===== config.mk =====
export PLATFORM = sky130hd
export DESIGN_NAME = hog_cell_ctrl
export DESIGN_NICKNAME = d
export VERILOG_FILES = /design/src/rtl/hog_cell_ctrl.sv
export SDC_FILE = /design/constraint.sdc
export NUM_CORES = 2
export LEC_CHECK = 0
export BUFFER_PORTS_ARGS = -buffer_cell sky130_fd_sc_hd__buf_2
export CAP_MARGIN = 20
export CELL_PAD_IN_SITES_DETAIL_PLACEMENT = 1
export CELL_PAD_IN_SITES_GLOBAL_PLACEMENT = 1
export CORE_AREA = 5 5 296 298
export DETAILED_ROUTE_END_ITERATION = 16
export DIE_AREA = 0 0 301 303
export PLACE_DENSITY_LB_ADDON = 0.1
export SETUP_SLACK_MARGIN = 0.3
export SLEW_MARGIN = 20
export SYNTH_ARGS = -nofsm -noshare
export SYNTH_HDL_FRONTEND = slang
export SYNTH_SLANG_ARGS = --single-unit

===== constraint.sdc =====
create_clock -name clk -period 29.3 [get_ports clk]
set_input_delay 0 -clock clk [delete_from_list [all_inputs] [get_ports clk]]
set_output_delay 0 -clock clk [all_outputs]
set_load 0.02 [all_outputs]

===== src/rtl/hog_cell_ctrl.sv =====
// HOG cell sequencing controller.
// Feeds accepted pixel groups into the fixed 2-cycle gradient/bin datapath, tracks each pixel
// through it, sums the 9 bin outputs over one cell and presents the finished histogram on a
// one-deep valid/ready buffer. The last pixel of a cell is held off while the previous
// histogram is still pending, so the buffer is never overwritten.
module hog_cell_ctrl #(
   parameter int unsigned PIX_W    = 8,
   parameter int unsigned MAG_I    = 9,
   parameter int unsigned MAG_F    = 16,
   parameter int unsigned CELL_PIX = 64,
   parameter int unsigned CNT_W    = 8,
   parameter int unsigned ACC_W    = MAG_I + MAG_F + CNT_W
) (
   input  logic                         clk,
   input  logic                         rst,
   input  logic                         clr,
   input  logic                         in_valid,
   output logic                         in_ready,
   input  logic [4*PIX_W-1:0]           in_pixel,
   output logic [4*PIX_W-1:0]           dp_pixel,
   input  logic [9*(MAG_I+MAG_F)-1:0]   dp_bins,
   output logic                         out_valid,
   input  logic                         out_ready,
   output logic [9*ACC_W-1:0]           out_hist,
   output logic [15:0]                  out_cell_idx
);

   localparam int unsigned BIN_W = MAG_I + MAG_F;
   localparam int unsigned NBINS = 9;
   localparam logic [CNT_W-1:0] LAST = CNT_W'(CELL_PIX - 1);

   logic             accept;
   logic             stall;
   logic             cell_done;
   logic [CNT_W-1:0] icnt_q, icnt_d;
   logic [CNT_W-1:0] acnt_q, acnt_d;
   logic             v1_q, v2_q;
   logic [ACC_W-1:0] acc_b_q [NBINS];
   logic [ACC_W-1:0] sum_d   [NBINS];

   // Input handshake: hold off the cell's last pixel while the previous histogram is pending.
   // The same-edge output handshake releases the stall in that cycle.
   always_comb begin
      stall    = (icnt_q == LAST) && out_valid && !out_ready;
      in_ready = rst && !clr && !stall;
      accept   = in_valid && in_ready;
      dp_pixel = accept ? in_pixel : '0;
   end

   // Issue and accumulate counters, both wrapping at the cell size; clr abandons the cell.
   always_comb begin
      icnt_d = icnt_q;
      acnt_d = acnt_q;
      if (clr) begin
         icnt_d = '0;
         acnt_d = '0;
      end else begin
         if (accept) begin
            icnt_d = (icnt_q == LAST) ? '0 : icnt_q + CNT_W'(1);
         end
         if (v2_q) begin
            acnt_d = (acnt_q == LAST) ? '0 : acnt_q + CNT_W'(1);
         end
      end
      cell_done = v2_q && !clr && (acnt_q == LAST);
   end

   // Running bin sums; the first pixel of a cell restarts each sum from its own bin value.
   always_comb begin
      for (int i = 0; i < NBINS; i++) begin
         sum_d[i] = ((acnt_q == '0) ? '0 : acc_b_q[i]) + ACC_W'(dp_bins[i*BIN_W +: BIN_W]);
      end
   end

   // Pipeline tracking, accumulation and the one-deep histogram output buffer.
   always_ff @(posedge clk) begin
      if (!rst) begin
         v1_q         <= 1'b0;
         v2_q         <= 1'b0;
         icnt_q       <= '0;
         acnt_q       <= '0;
         out_valid    <= 1'b0;
         out_hist     <= '0;
         out_cell_idx <= '0;
         for (int i = 0; i < NBINS; i++) begin
            acc_b_q[i] <= '0;
         end
      end else begin
         v1_q   <= accept;
         v2_q   <= v1_q && !clr;
         icnt_q <= icnt_d;
         acnt_q <= acnt_d;
         if (v2_q && !clr) begin
            for (int i = 0; i < NBINS; i++) begin
               acc_b_q[i] <= sum_d[i];
            end
         end
         if (out_valid && out_ready) begin
            out_valid    <= 1'b0;
            out_cell_idx <= out_cell_idx + 16'd1;
         end
         // Completion never meets a pending histogram, so it safely overrides the clear above.
         if (cell_done) begin
            out_valid <= 1'b1;
            for (int i = 0; i < NBINS; i++) begin
               out_hist[i*ACC_W +: ACC_W] <= sum_d[i];
            end
         end
      end
   end

   // A completing cell must never find an unconsumed histogram in the buffer.
   no_overwrite: assert property (@(posedge clk) disable iff (!rst)
      cell_done |-> (!out_valid || out_ready));

endmodule


==> results.py <==
metrics = {
    "logic_synthesis": {
        "ys_seq_elements": 629,
        "ys_seq_area_frac": 0.433,
        "yosysWarnings": 0,
        "yosys.area.top_type": "edfxtp_1",
        "ys_types": 91,
        "synth_nets": 4485,
        "synthArstFlopShare": 0,
        "syn_inst": 3985,
        "synth_ff_type": "dfxtp_1",
        "netlist.area_leader.share": 0.248,
        "syn_area_mm2": 0.0359,
        "synth_area_per_cell_um2": 9.02,
        "synth_edf_count": 297,
        "synth.area.top_cells": "edfxtp_1 25%, dfxtp_1 18%, ha_1 8.0%",
    },
    "sta": {
        "rsz0062_at_grt": "no",
        "finalCriticalPeriod_ns": 6.12,
        "finClkSkew_ns": 0.0229,
        "slew_headroom": 0.265,
        "worstMarginPinSlew_ns": 1.10,
        "finalCritPeriodShare": 0.209,
        "fmax_ghz": 0.163,
        "slew_viol_final": 0,
        "setup_ws_ns": 23.18,
        "hold_violations": 0,
        "setup_viol": 0,
        "finalSetupTns_ns": 0,
    },
    "critical_path": {
        "crit_family": "buffers and inverters",
        "crit_chain": "inv_1 > ha_1 > nor4b_1 > nand2_4 > buf_4 > buf_4 > buf_4 > and2_1 > ha_1 > a21oi_1 > nand4b_1 > and4_1 > o2111ai_1 > a311oi_2 > nor2_1 > a211oi_1 > xor2_1 > dlygate4sd3_1 > o21ai_1",
        "timing.critical_path.buf_inv": 5,
        "max_stage_delay_ns": 0.69,
        "crit_path_start_kind": "flop",
        "crit_slowest_cell": "buf_4",
        "cp_max_fo": 75,
        "cp.required_ns": 29.77,
        "worstPathArrival_ns": 6.59,
        "endpoint_kind": "flop",
        "cpMostUsedCell": "buf_4",
        "critical_path_class": "flop to flop",
    },
    "global_route": {
        "use_met3": 0.0464,
        "use_met1": 0.322,
        "busiest_layer": "met2",
        "grt_overflow": 0,
        "grt_pass1_wl_mm": 189,
        "grt_max_degree": 156,
        "grt_use_met2": 0.462,
        "grt_pass1_vias": 33200,
        "antenna_found_initial": 13,
        "track_usage": 0.259,
    },
    "cts": {
        "clock_latency_ns": 0.63,
        "cts_setup_buffers": 0,
        "cts_inserted_buffers": 76,
        "cts_tree": "done",
        "cts-root-buf": "clkbuf_16",
        "htree_levels": 3,
        "cts_max_path_buffers": 3,
        "cts.sinks": 629,
        "clk_pin_slew_ns": 0.06,
    },
    "final_layout": {
        "layout.nets": 5186,
        "drive_gt1_frac": 0.172,
        "finalNonFillerCells": 5902,
        "final_common_cell": "buf_2",
        "design_area_mm2": 0.0444,
        "area_delta_synth_final_pct": 23.5,
        "final_cell_mix": "608 x buf_2, 527 x nand2_1, 406 x nor2_1",
    },
    "drt": {
        "dr.pass1.iters": 8,
        "drtIter0Drc": 1446,
        "drt-wirelength-per-cell_um": 20.8,
        "vias_per_cell": 5.40,
        "drc_errors": 0,
        "finalWirelength_mm": 123,
        "drtAntennaViolNets": 0,
        "via_count": 31900,
    },
    "outcome": {
        "outcome": "finished, final reports clean",
    },
    "placed_design": {
        "portBuffers": 608,
        "post-dp-hpwl_mm": 84.3,
        "placed_cells": 5566,
        "post-place-ws_ns": 23.53,
        "placed_area_mm2": 0.0399,
        "globalplace.congestion": 0.853,
    },
    "floorplanning": {
        "die-width_um": 301,
        "num_rows": 107,
        "fp.dieH_um": 303,
        "start_util": 0.425,
        "ios": 609,
        "core-area_mm2": 0.0846,
        "die-area_mm2": 0.0912,
    },
    "worst_hold_path": {
        "min_path_type": "input port to flop",
    },
    "pwr": {
        "power_density_mw_per_mm2": 46.9,
        "ir_drop_mv": 0.0465,
        "total_power_w": 0.00208,
        "leakage_nw": 19.5,
    },
    "run": {
        "drv_cap": 0,
    },
}
worst register-to-register path: stages (launching register included):
cell	delay, ns
dfxtp_1	0.39
inv_1	0.08
ha_1	0.19
nor4b_1	0.16
nand2_4	0.19
buf_4	0.61
buf_4	0.74
buf_4	0.59
and2_1	0.29
ha_1	0.24
a21oi_1	0.19
nand4b_1	0.17
and4_1	0.22
o2111ai_1	0.19
a311oi_2	0.49
nor2_1	0.11
a211oi_1	0.28
xor2_1	0.21
dlygate4sd3_1	0.57
o21ai_1	0.05
where the power goes:
part           leakage, nW  switching [W]  internal [W]
clock network         1.26       0.000401      0.000585
logic                 12.5      0.0000907     0.0000625
registers             5.74     0.00000601      0.000935
total                 19.5       0.000498       0.00158
logic make-up (layout without fill, tap and decap cells):
| kind of cell | count (synthesis) | count (layout) | share of synthesized area |
|---|---|---|---|
| AO/OA/AOI/OAI | 977 | 977 | 0.172 |
| XOR/XNOR | 290 | 290 | 0.0707 |
| adder cells (fa/ha/maj) | 238 | 238 | 0.0847 |
| buffers and inverters | 246 | 1011 | 0.0263 |
| flip-flops | 629 | 629 | 0.433 |
| multiplexers | 4 | 4 | 0.00111 |
| other | 0 | 8 | 0 |
| AND/OR/NAND/NOR | 1601 | 1601 | 0.212 |
layout make-up:
cell class | instances | area [um2]
Tap cell | 1144 | 1430
Timing Repair Buffer | 815 | 5070
Multi-Input combinational cell | 3110 | 19500
Fill cell | 9936 | 40200
Inverter | 54 | 210
Sequential cell | 629 | 15600
Antenna cell | 8 | 20.0
Clock inverter | 33 | 437
Clock buffer | 109 | 2150
metrics by stage:
| stage | hold slack (ns) | util |
|---|---|---|
| 5_1_grt | 0.0366 | 0.524 |
| 2_1_floorplan | 0.163 | - |
| 6_report | 0.0271 | 0.525 |
| 3_5_place_dp | 0.317 | 0.472 |
| 3_3_place_gp | 0.314 | 0.472 |
| 4_1_cts | 0.000745 | 0.524 |
repair_timing:
action / 4_1_cts / 5_1_grt
endpoints found under the setup margin: 0 / 0
resized for setup: 0 / 0
hold endpoints to repair: 253 / 0
hold buffers: 186 / 0
final timing paths:
path / from / end / slack [ns] / depth (start not counted)
worst max register to register: acnt_q[0] / out_hist[56] / 23.18 / 19
worst min register to register: v1_q / v2_q / 0.43 / 1
worst min-delay path: dp_bins[29] / out_hist[37] / 0.03 / 5
worst max-delay path: acnt_q[0] / out_hist[56] / 23.18 / 19
layer usage:
layer / routed length (um) / share of wire / vias to the layer above
met2: 60600 / 0.49 / 663
met5: 58 / 0.00047 / -
li1: - / - / 15400
met1: 52500 / 0.43 / 15600
met4: 3720 / 0.030 / 10
met3: 5880 / 0.048 / 193
cell usage after synthesis, types with 5 or more instances:
| cell | instances |
|---|---|
| a211o_1 | 12 |
| a211oi_1 | 62 |
| a21o_1 | 111 |
| a21oi_1 | 348 |
| a21oi_2 | 6 |
| a221oi_1 | 5 |
| a31o_2 | 7 |
| a31oi_1 | 32 |
| and2_1 | 366 |
| and3_1 | 58 |
| and4_1 | 12 |
| buf_1 | 12 |
| buf_2 | 17 |
| clkbuf_1 | 163 |
| dfxtp_1 | 332 |
| edfxtp_1 | 297 |
| fa_1 | 9 |
| ha_1 | 229 |
| inv_1 | 53 |
| nand2_1 | 530 |
| nand2b_1 | 14 |
| nand3_1 | 68 |
| nand4_1 | 35 |
| nand4b_1 | 7 |
| nor2_1 | 407 |
| nor2b_1 | 22 |
| nor3_1 | 36 |
| o2111ai_1 | 6 |
| o211ai_1 | 17 |
| o21a_1 | 27 |
| o21ai_0 | 187 |
| o21ai_1 | 41 |
| o21ai_2 | 7 |
| o21bai_1 | 27 |
| o221ai_1 | 5 |
| or2_2 | 8 |
| or3_1 | 13 |
| xnor2_1 | 153 |
| xor2_1 | 137 |
sequential cells by signal, summed over array words and instances, names as in the netlist:
name and flops:
acc_b_q 297, acnt_q 8, icnt_q 8, out_cell_idx 16
out_hist 297, out_valid 1, v1_q 1, v2_q 1
No activity file was read; power rests on OpenSTA's default activity.
